## config.mk

```make
export PLATFORM = sky130hd
export DESIGN_NAME = spi_slave
export DESIGN_NICKNAME = d
export VERILOG_FILES = /design/src/rtl/spi_pkg.sv /design/src/rtl/spi_sync_edge.sv /design/src/rtl/spi_slave.sv
export SDC_FILE = /design/constraint.sdc
export NUM_CORES = 1
export LEC_CHECK = 0
export CAP_MARGIN = 25
export CORE_MARGIN = 2
export CORE_UTILIZATION = 50
export DETAILED_ROUTE_END_ITERATION = 8
export PLACE_DENSITY = 0.76
export SETUP_SLACK_MARGIN = 0.15
export SYNTH_ARGS = -nofsm -noshare
export SYNTH_HDL_FRONTEND = slang
export SYNTH_SLANG_ARGS = --single-unit
```

## constraint.sdc

```tcl
create_clock -name clk -period 2.9 [get_ports clk]
set_clock_uncertainty 0.1 [all_clocks]
set_input_delay 0.58 -clock clk [delete_from_list [all_inputs] [get_ports clk]]
set_output_delay 0.58 -clock clk [all_outputs]
set_load 0.02 [all_outputs]
```

## src/rtl/spi_pkg.sv

```systemverilog
// Shared SPI definitions: slave FSM state encoding, mode bit positions and default word length.
package spi_pkg;

  localparam int unsigned SPI_WORD_LEN = 8;

  localparam int unsigned CPOL_BIT = 1;
  localparam int unsigned CPHA_BIT = 0;

  typedef enum logic [1:0] {
    ST_SYNC   = 2'd0,
    ST_IDLE   = 2'd1,
    ST_ACTIVE = 2'd2
  } spi_state_e;

endpackage

```

## src/rtl/spi_sync_edge.sv

```systemverilog
// 2-FF synchronizer for an asynchronous pin, followed by registered rise/fall pulses.
module spi_sync_edge (
  input  logic clk,
  input  logic rst,
  input  logic d_i,
  output logic sync_o,
  output logic rise_o,
  output logic fall_o
);

  logic s1_q;
  logic s2_q;
  logic prev_q;
  logic rise_q;
  logic fall_q;

  // Flops reset low so a pin already high after reset is only seen once it has synchronized.
  always_ff @(posedge clk) begin
    if (rst) begin
      s1_q   <= 1'b0;
      s2_q   <= 1'b0;
      prev_q <= 1'b0;
      rise_q <= 1'b0;
      fall_q <= 1'b0;
    end else begin
      s1_q   <= d_i;
      s2_q   <= s1_q;
      prev_q <= s2_q;
      rise_q <= s2_q & ~prev_q;
      fall_q <= ~s2_q & prev_q;
    end
  end

  assign sync_o = s2_q;
  assign rise_o = rise_q;
  assign fall_o = fall_q;

endmodule

```

## src/rtl/spi_slave.sv

```systemverilog
// SPI slave with oversampled pins, all four modes, MSB/LSB first, tx holding and rx buffers.
// Optional sticky receive-overrun flag when SPI_SLAVE_OVERRUN_EN is defined.
module spi_slave
  import spi_pkg::*;
#(
  parameter int unsigned WORD_LEN = SPI_WORD_LEN
) (
  input  logic                clk,
  input  logic                rst,
  input  logic [WORD_LEN-1:0] data_in,
  input  logic                wr,
  output logic                buffempty,
  output logic                senderr,
  input  logic                res_senderr,
  output logic [WORD_LEN-1:0] data_out,
  input  logic                rd,
  output logic                charreceived,
  input  logic                lsbfirst,
  input  logic [1:0]          mode,
  input  logic                sck,
  input  logic                ss,
  input  logic                mosi,
  output logic                miso,
  output logic                miso_oe
`ifdef SPI_SLAVE_OVERRUN_EN
  ,
  output logic                overrun
`endif
);

  localparam int unsigned CNT_W = (WORD_LEN > 1) ? $clog2(WORD_LEN) : 1;

  logic sck_sync_unused;
  logic sck_rise;
  logic sck_fall;
  logic ss_sync;
  logic ss_rise;
  logic ss_fall;
  logic mosi_s1_q;
  logic mosi_s2_q;

  spi_state_e           state_q,     state_d;
  logic [1:0]           mode_q,      mode_d;
  logic                 lsb_q,       lsb_d;
  logic [WORD_LEN-1:0]  tx_q,        tx_d;
  logic [WORD_LEN-1:0]  rx_q,        rx_d;
  logic [CNT_W-1:0]     cnt_q,       cnt_d;
  logic [WORD_LEN-1:0]  hold_q,      hold_d;
  logic                 buffempty_q, buffempty_d;
  logic                 senderr_q,   senderr_d;
  logic [WORD_LEN-1:0]  dout_q,      dout_d;
  logic                 cr_q,        cr_d;
  logic                 miso_q,      miso_d;
  logic                 oe_q,        oe_d;
  logic                 present_q,   present_d;
`ifdef SPI_SLAVE_OVERRUN_EN
  logic                 ovr_q,       ovr_d;
`endif

  logic                load;
  logic                take;
  logic                complete;
  logic                shift_act;
  logic                lead;
  logic                trail;
  logic                out_bit;
  logic [WORD_LEN-1:0] rx_new;
  logic [WORD_LEN-1:0] tx_shift;

  spi_sync_edge u_sck_sync (
    .clk    (clk),
    .rst    (rst),
    .d_i    (sck),
    .sync_o (sck_sync_unused),
    .rise_o (sck_rise),
    .fall_o (sck_fall)
  );

  spi_sync_edge u_ss_sync (
    .clk    (clk),
    .rst    (rst),
    .d_i    (ss),
    .sync_o (ss_sync),
    .rise_o (ss_rise),
    .fall_o (ss_fall)
  );

  // State and datapath registers.
  always_ff @(posedge clk) begin
    if (rst) begin
      mosi_s1_q   <= 1'b0;
      mosi_s2_q   <= 1'b0;
      state_q     <= ST_SYNC;
      mode_q      <= 2'b00;
      lsb_q       <= 1'b0;
      tx_q        <= '1;
      rx_q        <= '0;
      cnt_q       <= '0;
      hold_q      <= '0;
      buffempty_q <= 1'b1;
      senderr_q   <= 1'b0;
      dout_q      <= '0;
      cr_q        <= 1'b0;
      miso_q      <= 1'b1;
      oe_q        <= 1'b0;
      present_q   <= 1'b0;
`ifdef SPI_SLAVE_OVERRUN_EN
      ovr_q       <= 1'b0;
`endif
    end else begin
      mosi_s1_q   <= mosi;
      mosi_s2_q   <= mosi_s1_q;
      state_q     <= state_d;
      mode_q      <= mode_d;
      lsb_q       <= lsb_d;
      tx_q        <= tx_d;
      rx_q        <= rx_d;
      cnt_q       <= cnt_d;
      hold_q      <= hold_d;
      buffempty_q <= buffempty_d;
      senderr_q   <= senderr_d;
      dout_q      <= dout_d;
      cr_q        <= cr_d;
      miso_q      <= miso_d;
      oe_q        <= oe_d;
      present_q   <= present_d;
`ifdef SPI_SLAVE_OVERRUN_EN
      ovr_q       <= ovr_d;
`endif
    end
  end

  // Next-state, shift and host-handshake logic.
  always_comb begin
    state_d     = state_q;
    mode_d      = mode_q;
    lsb_d       = lsb_q;
    tx_d        = tx_q;
    rx_d        = rx_q;
    cnt_d       = cnt_q;
    hold_d      = hold_q;
    buffempty_d = buffempty_q;
    senderr_d   = senderr_q;
    dout_d      = dout_q;
    cr_d        = cr_q;
    miso_d      = miso_q;
    present_d   = 1'b0;
`ifdef SPI_SLAVE_OVERRUN_EN
    ovr_d       = ovr_q;
`endif
    load      = 1'b0;
    complete  = 1'b0;
    shift_act = 1'b0;

    lead     = mode_q[CPOL_BIT] ? sck_fall : sck_rise;
    trail    = mode_q[CPOL_BIT] ? sck_rise : sck_fall;
    out_bit  = lsb_q ? tx_q[0] : tx_q[WORD_LEN-1];
    tx_shift = lsb_q ? {1'b1, tx_q[WORD_LEN-1:1]} : {tx_q[WORD_LEN-2:0], 1'b1};
    rx_new   = lsb_q ? {mosi_s2_q, rx_q[WORD_LEN-1:1]} : {rx_q[WORD_LEN-2:0], mosi_s2_q};

    case (state_q)
      ST_SYNC: begin
        if (ss_sync) state_d = ST_IDLE;
      end
      ST_IDLE: begin
        if (ss_fall) begin
          state_d   = ST_ACTIVE;
          mode_d    = mode;
          lsb_d     = lsbfirst;
          cnt_d     = '0;
          load      = 1'b1;
          present_d = ~mode[CPHA_BIT];
        end
      end
      ST_ACTIVE: begin
        if (ss_rise) begin
          state_d = ST_IDLE;
        end else begin
          if (mode_q[CPHA_BIT] ? trail : lead) begin
            rx_d = rx_new;
            if (cnt_q == CNT_W'(WORD_LEN - 1)) begin
              complete = 1'b1;
              load     = 1'b1;
              cnt_d    = '0;
            end else begin
              cnt_d = cnt_q + CNT_W'(1);
            end
          end
          shift_act = present_q | (mode_q[CPHA_BIT] ? lead : trail);
        end
      end
      default: state_d = ST_SYNC;
    endcase

    // tx_q always holds the bits not yet driven; a shift presents the next one.
    take = load & ~buffempty_q;
    if (load) begin
      tx_d = take ? hold_q : '1;
      if (take) buffempty_d = 1'b1;
    end else if (shift_act) begin
      tx_d = tx_shift;
    end

    if (ss_sync || (state_q != ST_ACTIVE)) begin
      miso_d = 1'b1;
    end else if (shift_act) begin
      miso_d = out_bit;
    end

    if (res_senderr) senderr_d = 1'b0;
    if (wr) begin
      if (buffempty_q || take) begin
        hold_d      = data_in;
        buffempty_d = 1'b0;
      end else begin
        senderr_d = 1'b1;
      end
    end

    if (rd) cr_d = 1'b0;
    if (complete) begin
      cr_d   = 1'b1;
      dout_d = rx_new;
    end

`ifdef SPI_SLAVE_OVERRUN_EN
    if (res_senderr) ovr_d = 1'b0;
    if (complete && cr_q) ovr_d = 1'b1;
`endif
  end

  assign oe_d = (state_d == ST_ACTIVE) && !ss_sync;

  assign buffempty    = buffempty_q;
  assign senderr      = senderr_q;
  assign data_out     = dout_q;
  assign charreceived = cr_q;
  assign miso         = miso_q;
  assign miso_oe      = oe_q;
`ifdef SPI_SLAVE_OVERRUN_EN
  assign overrun      = ovr_q;
`endif

endmodule

```

; Word-level counts from Yosys, hierarchy flattened
; Cells that the tools add are included.
; Widths: inputs -> output; s select.
[classes]
bitwise_logic = 15
n_reduce_logical = 14
n_eq_ne = 8
n_addsub = 1
muxes = 36
[op_table]
columns = cell, count
row1 = $mux 8, 5
row2 = $mux 1, 21
row3 = $mux 3, 4
row4 = $not 1->1, 9
row5 = $mux 2, 3
row6 = $ne 2x2->1 const B, 3
row7 = $pmux 2 s3, 1
row8 = $pmux 3 s2, 1
row9 = $reduce_bool 2->1, 3
row10 = $and 1x1->1, 5
row11 = $eq 2x2->1 const B, 2
row12 = $reduce_and 2->1, 2
row13 = $reduce_and 4->1, 1
row14 = $add 3x1->3 const B, 1
row15 = $eq 3x3->1 const B, 1
row16 = $reduce_and 3->1, 1
row17 = $reduce_or 3->1, 1
row18 = $eq 2x1->1 const B, 1
row19 = $logic_not 2->1, 1
row20 = $logic_or 1x1->1, 2
row21 = $ne 2x1->1 const B, 1
row22 = $pmux 1 s2, 1
row23 = $reduce_or 2->1, 1
row24 = $logic_and 1x1->1, 1
row25 = 2 further kinds, 2
[word_totals]
reg_bits = 58
in_bits = 19
wordCells = 100

; Longest topological paths before layout
[depth]
depth_word = 10
mapped_depth = 8
ltp_nobuf = 7

; By module
; From an unflattened synthesis, not the netlist that was laid out.
[hier_totals]
hier_cells = 248
area_unflattened_um2 = 2443.6
[by_module_without_submodules]
columns = module, area_per_inst_um2, cells_per_inst, instances
row1 = spi_slave, 2175.8, 228, 1
row2 = spi_sync_edge, 133.9, 10, 2

; Worst setup path after synthesis
; OpenSTA, ideal clock, no wires.
[synth_path]
kind = reg2reg
startpoint = register state_q[0]
endpoint = register tx_q[0]
path_stages_with_launch = 9
arrival_ns = 1.842
required_ns = 2.676
setup_ns = 0.124
synth_period_minus_slack_ns = 2.065
path_buffers = 1
setup_slack_ns = 0.835
cell_sequence = dfxtp_1 -> inv_1 -> ha_1 -> and4b_1 -> mux2_4 -> o21ai_4 -> and2_1 -> buf_2 -> o31ai_1
[synth_via]
elab_chain_len = 5
[synth_rtl]
columns = item, line
row1 = "start, declared", spi_slave.sv:42  ; spi_state_e state_q, state_d;
row2 = "start signal, assigned", spi_slave.sv:113  ; state_q <= state_d;
row3 = $eq 2x2->1 or $eq 2x1->1 (tied branches), spi_slave.sv:161  ; case (state_q)
row4 = $pmux 1 s2, spi_slave.sv:161
row5 = $and 1x1->1, spi_slave.sv:196  ; take = load & ~buffempty_q;
row6 = $mux 8, spi_slave.sv:198  ; tx_d = take ? hold_q : '1;
row7 = $mux 8, spi_slave.sv:197  ; if (load) begin
row8 = "end signal, assigned", spi_slave.sv:116  ; tx_q <= tx_d;
row9 = "end, declared", spi_slave.sv:45  ; logic [WORD_LEN-1:0] tx_q, tx_d;
; Several ways; a longest one is shown, not always the timed one.
; A chain may end at the register's enable or synchronous reset.

; Worst setup path in the final report
[layout_path]
startpoint = register state_q[0]
endpoint = register tx_q[1]
; Same word-level chain as after synthesis.

==> out/results.tsv <==
stage	metric	value	unit
outcome	status	completed	
synth	Avg Cell Area, Syn	9.669	µm²
route	final wirelength	4531	µm
cells_and_area	synthesis-to-layout area growth	22.31	%
cells_and_area	ratio of cells with drive above 1 in the final layout	9.507	%
setup_path	CP Launch Type	flop	
synth	number of synthesized flops with an enable pin	0	
placement	GP Congestion	0.7872	
setup_path	Setup crit end kind	flop	
synth	Yosys warning count	0	
clock_tree	TritonCTS clock tree	yes	
placement	dpl ws	471.7	ps
grt	total global routing overflow	0	
placement	port bufs	31	
setup_path	worst reg-to-reg path cell count	7	
synth	Syn Nets	275	
timing	Final Cycle Share	84.23	%
grt	Total Routing Usage GR	19.48	%
setup_path	slowest stage delay, CP	390	ps
die	Initial Util	51.52	%
power	P_leak	1.024	nW
synth	most instantiated cells after synthesis	58 x dfxtp_1, 29 x nor2_1, 22 x a211oi_1	
timing	Final Hold Vio Count	0	
route	DRT Pass-1 Iters	4	
route	drt drc	0	
synth	Cell Area, Synth	2417	µm²
setup_path	slowest stage cell on the critical path	dfxtp_1	
setup_path	CP Cell Sequence	inv_1 > ha_1 > and4b_1 > mux2_4 > o21ai_4 > and2_1 > o31ai_1	
clock_tree	root buffer cell	clkbuf_8	
worst_hold_path	worst hold path depth	1	
clock_tree	deepest clock path buffer count	2	
die	core region area	4692	µm²
clock_tree	total clock sinks	58	
setup_path	WP data arrival	2550	ps
power	Worst IR Drop VDD	367.3	µV
setup_path	critical path class	flop to flop	
die	num rows	25	
setup_path	CP required	3010	ps
grt	vias in the first global route	1757	
cells_and_area	ANT cells	0	
flow_run	max-cap violations	0	
route	routed via count	1867	
synth	sequential-to-total area share from yosys stat	48.03	%
power	pwr dens	581.8	nW/µm²
clock_tree	hold buffers post-CTS	0	
route	antenna-violating nets left	0	
timing	fmax	409.4	MHz
grt	largest net degree at the start of global routing	36	
clock_tree	H-tree depth	3	
die	I/O pin total	32	
synth	Yosys top cell by area	dfxtp_1	
die	Die Footprint	5407	µm²
route	Via density	5.524	
clock_tree	# resized after CTS	0	
timing	RSZ-0062 raised after global routing	false	
grt	initial antenna violation count	0	
cells_and_area	layout filler cell count	408	
synth	ys async rst share	0	%
synth	most frequent cell after synthesis	dfxtp_1	
grt	global-route wire length before repair	7907	µm
clock_tree	CTS clock-pin slew for the worst setup and hold paths	60	ps
timing	WHS	308.8	ps
placement	DP HPWL	3079	µm
clock_tree	CTS buffer count	9	
setup_path	Worst Path Max Fanout	17	
route	wire length per cell	13.41	µm
timing	max-slew violation count	0	
die	Die X	73.53	µm
timing	Setup TNS	0	ps
timing	actual slew at the worst max-slew pin	965.7	ps
synth	Mapped Cells	250	
cells_and_area	layout net count	304	
synth	Seq cells post-synth	58	
synth	Distinct cells, synth	38	
synth	top cells by area, synth	dfxtp_1 48%, mux2i_1 7.9%, a211oi_1 6.8%	
timing	Tmin final	2443	ps
synth	Yosys top cell area share	48.03	%
clock_tree	worst skew pair latency	330	ps
power	total power	0.001720	W
timing	slew margin rel.	35.53	%
synth	ys flop type	dfxtp_1	
timing	fin worst setup slack	457.3	ps
clock_tree	Post-CTS Setup Bufs	0	
timing	Final setup viols	0	
route	1st-iter DRT viols	103	
die	die height	73.53	µm
worst_hold_path	Hold Crit Class	flop to flop	
## placed cells by master (no fill, tap or decap), drive strengths merged, types with 9 or more instances in the layout
cell type | synthesis | final
dfxtp | 58 | 58
nor2b | 16 | 16
clkbuf | 10 | 11
a21oi | 10 | 10
nor3 | 12 | 12
nand2 | 9 | 9
nor2 | 30 | 30
mux2i | 19 | 19
clkdlybuf4s50 | 0 | 30
a211oi | 22 | 22
## per-stage QoR
stage | std cells | util, % | area [µm²]
after floorplan | 250 | - | 2417
after global placement | 322 | 58.35 | 2738
after detailed placement | 322 | 58.35 | 2738
after CTS | 338 | 63.01 | 2957
after global routing | 338 | 63.01 | 2957
final | 338 | 63.01 | 2957
## per-layer routing
layer  vias to the layer above  share of wire (%)  wire length (µm)  GRT usage (%)
met5                         -                  0                 0              0
li1                        960                  -                 -              -
met1                       860                 49              2212          24.79
met3                        11                4.0               180          6.996
met2                        36                 45              2036          29.07
met4                         0                2.3               102          9.697
## flip-flops by register name, summed over array words and instances (netlist names), 2 cells and up
signal	flops
hold_q	8
tx_q	8
cnt_q	3
state_q	2
data_out	8
rx_q	8
mode_q	2
## final timing paths
| kind | from | slack [ps] | end |
|---|---|---|---|
| max | state_q[0] | 460 | tx_q[1] |
| min | u_sck_sync.prev_q | 310 | u_sck_sync.rise_o |
| max reg2reg | state_q[0] | 460 | tx_q[1] |
| min reg2reg | u_sck_sync.prev_q | 310 | u_sck_sync.rise_o |
## layout make-up
class / instances / area [µm²] / share of cell area, %
flip-flops and latches: 58 / 1161 / 39.27
repair buffers: 33 / 320.3 / 10.83
well taps: 54 / 67.56 / 2.285
clock buffers: 11 / 141.4 / 4.782
clock inverters: 5 / 77.57 / 2.624
multi-input cells: 174 / 1177 / 39.82
inverters: 3 / 11.26 / 0.3809
## report_power, final
group          switching [W]  internal [W]  total [W]
combinational      0.0000376     0.0000443  0.0000819
clock               0.000311      0.000504   0.000815
sequential         0.0000116      0.000812   0.000823
total               0.000360       0.00136    0.00172
## critical path: cells and delay by family, from the launching register on
family	cells	cell delay, ps
buffers and inverters	1	90
AND/OR/NAND/NOR	2	620
multiplexers	1	360
flip-flops	1	390
AO/OA/AOI/OAI	2	440
adder cells (fa/ha/maj)	1	300
## kinds of logic (layout without fill, tap and decap cells)
group | count (synthesis) | count (layout) | synth area share (%)
AOI/OAI and AO/OA | 61 | 61 | 18.01
buffers and inverters | 18 | 52 | 3.261
adders and majority gates | 6 | 6 | 3.106
DFF | 58 | 58 | 48.03
xor gates and xnor gates | 1 | 1 | 0.6731
muxes | 20 | 20 | 8.488
and+or+nand+nor | 86 | 86 | 18.43
Note: power is estimated with default switching activity, not from simulation.
